File: src/rtl/pipeline_control_irq_return_pkg.sv
// Shared definitions for the interrupt-return sequencer: mode codes, ldst order codes,
// sequencer state encoding and the task-info entry address helper.
package pipeline_control_irq_return_pkg;

    localparam logic [1:0] CORE_MODE_USER  = 2'h3;
    localparam logic [1:0] LDST_ORDER_WORD = 2'h2;

    typedef enum logic [2:0] {
        ST_IDLE    = 3'd0,
        ST_WR_REQ  = 3'd1,
        ST_WR_WAIT = 3'd2,
        ST_RD_REQ  = 3'd3,
        ST_RD_WAIT = 3'd4,
        ST_DONE    = 3'd5
    } state_e;

    // Entry base wraps modulo 2^32 by construction of the 32-bit sum.
    function automatic logic [31:0] entryBase(input logic [31:0] tisr,
                                              input logic [13:0] tid,
                                              input int unsigned shift);
        return tisr + ({18'h0, tid} << shift);
    endfunction

endpackage

File: src/rtl/pipeline_control_word_ldst.sv
// Single-word load/store engine: issues one request when the port is free, reports
// issue and completion, and drives the port fields only while it owns the port.
module pipeline_control_word_ldst #(
    parameter logic [13:0] P_LDST_ASID = 14'h0
)(
    input  logic        active_i,
    input  logic        issue_i,
    input  logic        wait_i,
    input  logic        rw_i,
    input  logic [31:0] addr_i,
    input  logic [31:0] data_i,
    input  logic        busy_i,
    input  logic        ack_i,
    output logic        issued_o,
    output logic        done_o,
    output logic        use_o,
    output logic        req_o,
    output logic [1:0]  order_o,
    output logic        rw_o,
    output logic [13:0] asid_o,
    output logic [1:0]  mmumod_o,
    output logic [31:0] pdt_o,
    output logic [31:0] addr_o,
    output logic [31:0] data_o
);
    import pipeline_control_irq_return_pkg::*;

    assign issued_o = active_i & issue_i & ~busy_i;
    assign done_o   = active_i & wait_i & ack_i;

    assign use_o    = active_i;
    assign req_o    = issued_o;
    assign order_o  = active_i ? LDST_ORDER_WORD : 2'h0;
    assign rw_o     = active_i & rw_i;
    assign asid_o   = active_i ? P_LDST_ASID : 14'h0;
    assign mmumod_o = 2'h0;
    assign pdt_o    = 32'h0;
    assign addr_o   = active_i ? addr_i : 32'h0;
    assign data_o   = (active_i && rw_i) ? data_i : 32'h0;

endmodule

File: src/rtl/pipeline_control_irq_return.sv
// Interrupt-return sequencer: restores PC/PSR/SPR, swapping kernel and user SPR through
// the task-info area on user returns. IRQ_RETURN_KSPR_SAVE_EN enables the kernel SPR save.
module pipeline_control_irq_return #(
    parameter logic [13:0] P_LDST_ASID  = 14'h0,
    parameter int unsigned P_SLOT_SHIFT = 3
)(
    input  logic        iCLOCK,
    input  logic        iRESET_SYNC,
    input  logic [31:0] iSYSREG_PPSR,
    input  logic [31:0] iSYSREG_PPCR,
    input  logic [31:0] iSYSREG_SPR,
    input  logic [31:0] iSYSREG_TISR,
    input  logic [31:0] iSYSREG_TIDR,
    input  logic        iRET_START,
    output logic        oBUSY,
    output logic        oFINISH,
    output logic [31:0] oFINISH_PC,
    output logic [31:0] oFINISH_PSR,
    output logic        oFINISH_SPR_VALID,
    output logic [31:0] oFINISH_SPR,
    output logic        oLDST_USE,
    output logic        oLDST_REQ,
    input  logic        iLDST_BUSY,
    output logic [1:0]  oLDST_ORDER,
    output logic        oLDST_RW,
    output logic [13:0] oLDST_ASID,
    output logic [1:0]  oLDST_MMUMOD,
    output logic [31:0] oLDST_PDT,
    output logic [31:0] oLDST_ADDR,
    output logic [31:0] oLDST_DATA,
    input  logic        iLDST_REQ,
    input  logic [31:0] iLDST_DATA
);
    import pipeline_control_irq_return_pkg::*;

`ifdef IRQ_RETURN_KSPR_SAVE_EN
    localparam state_e FirstUserState = ST_WR_REQ;
`else
    localparam state_e FirstUserState = ST_RD_REQ;
`endif

    state_e      state_q, state_d;
    logic [31:0] pc_q, psr_q, spr_q, base_q;
    logic        sprValid_q;

    logic        ldstActive, ldstIssue, ldstWait, ldstRw;
    logic [31:0] ldstAddr;
    logic        ldstIssued, ldstDone;

    logic        unusedTidrHi;
    assign unusedTidrHi = ^iSYSREG_TIDR[31:14];

    always_comb begin
        state_d    = state_q;
        ldstActive = 1'b0;
        ldstIssue  = 1'b0;
        ldstWait   = 1'b0;
        ldstRw     = 1'b0;
        ldstAddr   = base_q + 32'd4;
        case (state_q)
            ST_IDLE: begin
                if (iRET_START) begin
                    state_d = (iSYSREG_PPSR[6:5] == CORE_MODE_USER) ? FirstUserState : ST_DONE;
                end
            end
`ifdef IRQ_RETURN_KSPR_SAVE_EN
            ST_WR_REQ: begin
                ldstActive = 1'b1;
                ldstIssue  = 1'b1;
                ldstRw     = 1'b1;
                ldstAddr   = base_q;
                if (ldstIssued) state_d = ST_WR_WAIT;
            end
            ST_WR_WAIT: begin
                ldstActive = 1'b1;
                ldstWait   = 1'b1;
                ldstRw     = 1'b1;
                ldstAddr   = base_q;
                if (ldstDone) state_d = ST_RD_REQ;
            end
`endif
            ST_RD_REQ: begin
                ldstActive = 1'b1;
                ldstIssue  = 1'b1;
                if (ldstIssued) state_d = ST_RD_WAIT;
            end
            ST_RD_WAIT: begin
                ldstActive = 1'b1;
                ldstWait   = 1'b1;
                if (ldstDone) state_d = ST_DONE;
            end
            ST_DONE: state_d = ST_IDLE;
            default: state_d = ST_IDLE;
        endcase
    end

    // spr_q holds the kernel SPR for the save, then is overwritten by the restored user SPR.
    always_ff @(posedge iCLOCK) begin
        if (iRESET_SYNC) begin
            state_q    <= ST_IDLE;
            pc_q       <= 32'h0;
            psr_q      <= 32'h0;
            spr_q      <= 32'h0;
            base_q     <= 32'h0;
            sprValid_q <= 1'b0;
        end else begin
            state_q <= state_d;
            if (state_q == ST_IDLE && iRET_START) begin
                pc_q       <= iSYSREG_PPCR;
                psr_q      <= iSYSREG_PPSR;
                spr_q      <= iSYSREG_SPR;
                base_q     <= entryBase(iSYSREG_TISR, iSYSREG_TIDR[13:0], P_SLOT_SHIFT);
                sprValid_q <= 1'b0;
            end else if (state_q == ST_RD_WAIT && ldstDone) begin
                spr_q      <= iLDST_DATA;
                sprValid_q <= 1'b1;
            end
        end
    end

    pipeline_control_word_ldst #(
        .P_LDST_ASID(P_LDST_ASID)
    ) u_word_ldst (
        .active_i (ldstActive),
        .issue_i  (ldstIssue),
        .wait_i   (ldstWait),
        .rw_i     (ldstRw),
        .addr_i   (ldstAddr),
        .data_i   (spr_q),
        .busy_i   (iLDST_BUSY),
        .ack_i    (iLDST_REQ),
        .issued_o (ldstIssued),
        .done_o   (ldstDone),
        .use_o    (oLDST_USE),
        .req_o    (oLDST_REQ),
        .order_o  (oLDST_ORDER),
        .rw_o     (oLDST_RW),
        .asid_o   (oLDST_ASID),
        .mmumod_o (oLDST_MMUMOD),
        .pdt_o    (oLDST_PDT),
        .addr_o   (oLDST_ADDR),
        .data_o   (oLDST_DATA)
    );

    assign oBUSY             = (state_q != ST_IDLE);
    assign oFINISH           = (state_q == ST_DONE);
    assign oFINISH_PC        = oFINISH ? pc_q : 32'h0;
    assign oFINISH_PSR       = oFINISH ? psr_q : 32'h0;
    assign oFINISH_SPR_VALID = oFINISH & sprValid_q;
    assign oFINISH_SPR       = oFINISH ? spr_q : 32'h0;

endmodule

File: config.mk
export PLATFORM = sky130hd
export DESIGN_NAME = pipeline_control_irq_return
export DESIGN_NICKNAME = d
export VERILOG_FILES = /design/src/rtl/pipeline_control_irq_return_pkg.sv /design/src/rtl/pipeline_control_word_ldst.sv /design/src/rtl/pipeline_control_irq_return.sv
export SDC_FILE = /design/constraint.sdc
export NUM_CORES = 1
export LEC_CHECK = 0
export ABC_AREA = 1
export BUFFER_PORTS_ARGS = -buffer_cell sky130_fd_sc_hd__clkbuf_2
export CORE_AREA = 5 5 157 159
export CTS_CLUSTER_DIAMETER = 60
export DETAILED_ROUTE_END_ITERATION = 7
export DIE_AREA = 0 0 162 164
export PLACE_DENSITY = 0.7
export REMOVE_ABC_BUFFERS = 1
export SLEW_MARGIN = 20
export SYNTH_ARGS = -nofsm -noshare
export SYNTH_HDL_FRONTEND = slang
export SYNTH_SLANG_ARGS = --single-unit
File: constraint.sdc
create_clock -name iCLOCK -period 1.5 [get_ports iCLOCK]
set_input_delay 0 -clock iCLOCK [delete_from_list [all_inputs] [get_ports iCLOCK]]
set_output_delay 0 -clock iCLOCK [all_outputs]
set_load 0.005 [all_outputs]
==> metrics.md <==
| Metric | Value |
|---|---|
| Starting DRT DRC Count | `1596` |
| Die ar. | `26600 sq um` |
| Fin nets | `2227` |
| First-pass GRT wire length | `62500 microns` |
| Vias | `12995` |
| Max cap viols | `0` |
| Initial antenna violation count | `6` |
| RSZ-0062 raised after global routing | `yes` |
| Hold_ws | `-0.00908 ns` |
| Clock transition at path regs | `0.07 ns` |
| Peak supply drop | `0.000834 V` |
| Setup Skew | `0.0131 ns` |
| Max-slew violations | `0` |
| Post-DP HPWL | `23100 microns` |
| Core area | `23100 sq um` |
| Drt pass-1 iters | `8` |
| Gr usage total | `29.7%` |
| EDFF count, synth | `0` |
| Root Buffer | `clkbuf_16` |
| Synth unique cells | `37` |
| Vias in the first global route | `11771` |
| Gpl congestion | `0.954` |
| Top post-synthesis cells by area | `dfxtp_1, nand2_1, inv_1` |
| Chip Width | `162 microns` |
| DR WL/cell | `24.5 microns` |
| Largest net degree at the start of global routing | `65` |
| Seq cells post-synth | `132` |
| Hold path depth | `4` |
| Seq/Total Area, Yosys | `30.4%` |
| TritonCTS clock tree | `done` |
| Setup violators final | `264` |
| P per Cell Area | `959 nW/um^2` |
| Crit end category | `primary output` |
| Top-count cell post-synth | `nand2_1` |
| Synth top area share | `30.4%` |
| Number of vias per cell | `5.60` |
| Ports | `413` |
| Clock sink count | `132` |
| WP data arrival | `2.23 ns` |
| Hold Fails Final Rpt | `1` |
| Initial Utilization | `37.6%` |
| Pleak | `0.00836 uW` |
| Hold crit path type | `input port to flip-flop` |
| Cell Area, Placed | `11100 sq um` |
| Die height | `164 microns` |
| Status | `finished, violations left` |
| Clk buf depth | `2` |
| Min cycle time layout | `2.23 ns` |
| Grt total ovfl | `0` |
| Synth-to-layout area growth | `109%` |
| H-tree depth | `4` |
| Drt drc | `0` |
| Cell taking the most area after synthesis | `dfxtp_1` |
| Synth Flop Type | `dfxtp_1` |
| Largest family of logic cells by synthesized area | `simple AND/OR/NAND/NOR gates` |
| Post-Synth Simple-Gate Area | `25.2%` |
| Post-synthesis compound-gate area fraction | `19.7%` |
| Synth Cell Area | `8700 sq um` |
| Slew headroom | `39.0%` |
| Slew @ Worst Pin | `0.914 ns` |
| Synth top cells by count | `nand2_1, inv_1, nor2_1, a21oi_1, dfxtp_1` |
| Fin worst setup slack | `-0.733 ns` |
| Final Total Pwr | `17400 uW` |
| Failing checks | `hold timing, setup timing` |
| CP required | `1.50 ns` |
| Yosys Warn Count | `0` |
| Average footprint of a synthesized cell | `6.24 sq um` |
| Final period util | `149%` |
| Post-route cell area | `18100 sq um` |
| Row Count | `56` |
| Syn Inst Count | `1393` |
| Async SR Flop Fraction | `0%` |
| Multiplexer share of the synthesized area | `0%` |
| Remaining antenna violation count | `0` |
| CP startpoint kind | `flip-flop` |
| Max frequency | `448 MHz` |
| Layout cell share with drive strength beyond 1 | `53.0%` |
| Final Util | `78.4%` |
| Cts bufs inserted | `17` |
| XOR/XNOR Fraction of Synth Area | `1.61%` |
| Port buffer count | `312` |
| Clk Latency, worst-skew pair | `0.44 ns` |
| Worst R2R Path Depth | `8` |
| Total Wirelength | `56700 microns` |
| Crit-path max FO | `4` |
| CP Class | `flip-flop to primary output` |
| Post-Synth Adder-Cell Area | `2.39%` |
==> kinds of logic after synthesis <==
logic type,Yosys count
other cells,1
fa+ha+maj,16
simple gates,533
compound gates,318
flops,132
xor+xnor,16
buf+inv,377
==> repair_timing <==
action	4_1_cts	5_1_grt
cloned	30	11
pin swaps	74	146
endpoints found under the setup margin	172	263
gates resized for setup	428	708
setup buffers	42	42
hold buffers	127	0
hold endpoints to repair	114	0
==> critical path, stage by stage, from the launching register on <==
cell	delay (ns)
dfxtp_2	0.37
ha_4	0.17
nand3_4	0.08
nor2_4	0.13
nand2_4	0.08
nor3_4	0.29
nand4_1	0.22
buf_4	0.20
nand2_4	0.07
nor2_4	0.05
buf_2	0.15
==> registers in the layout, summed over array words and instances, names as in the netlist <==
signal / cells
base_q: 32
pc_q: 32
psr_q: 32
spr_q: 32
state_q: 3
sprValid_q: 1
==> cell type report <==
type	instances	area [sq um]
clock inverters	15	178
flip-flops and latches	132	2700
repair inverters	2	46.3
inverters	233	926
clock buffers	17	425
repair buffers	661	5970
multi-input cells	967	7520
fillers	1253	4980
diodes	2	5.00
well taps	290	363
==> per-layer routing <==
layer / vias to the layer above / share of wire [%] / GRT usage [%] / routed length (microns)
li1: 5484 / - / - / -
met1: 5938 / 34 / 33.2 / 19200
met2: 1139 / 46 / 52.6 / 26100
met3: 426 / 10 / 5.95 / 5900
met4: 8 / 9.7 / 17.1 / 5500
met5: - / 0.093 / 0 / 53
==> path summary, 6_finish.rpt <==
kind / start / to / slack (ns)
max reg2reg: state_q[1] / psr_q[21] / -0.55
min: iSYSREG_SPR[18] / spr_q[18] / -0.009
min reg2reg: spr_q[28] / spr_q[28] / 0.46
max: base_q[3] / oLDST_ADDR[20] / -0.73
==> layout by cell type, fill, tap and decap left out, types with 15 or more instances in the layout <==
master,instances
clkbuf_2,232
inv_1,210
nand2_1,172
dlygate4sd3_1,127
nor2_4,118
dfxtp_1,106
buf_4,97
a21oi_2,87
conb_1,82
buf_6,78
nor2_1,59
nand2_4,53
o21ai_2,53
buf_2,51
nand3_1,50
a21oi_1,40
buf_12,37
o21ai_4,36
o21ai_1,31
clkbuf_16,26
buf_16,21
nor2_2,18
dfxtp_2,16
o21ai_0,15
a21oi_4,15
nand2_2,15
==> metrics by stage <==
step           TNS, ns  instances  setup slack [ns]
6_report        -93.14       2319            -0.733
5_1_grt        -100.42       2319            -0.735
3_3_place_gp     -6.30       2056            -0.243
4_1_cts         -56.46       2281            -0.471
3_5_place_dp     -8.95       2056            -0.241
2_1_floorplan   -89.42       1330             -1.25
==> power by group <==
group	leakage [uW]	switching, uW	total (uW)	internal [uW]
logic	0.00696	4670	8390	3720
clock network	0.000290	2020	4410	2390
registers	0.00110	512	4590	4070
total	0.00836	7210	17400	10200
Note: power is estimated with default switching activity, not from simulation.
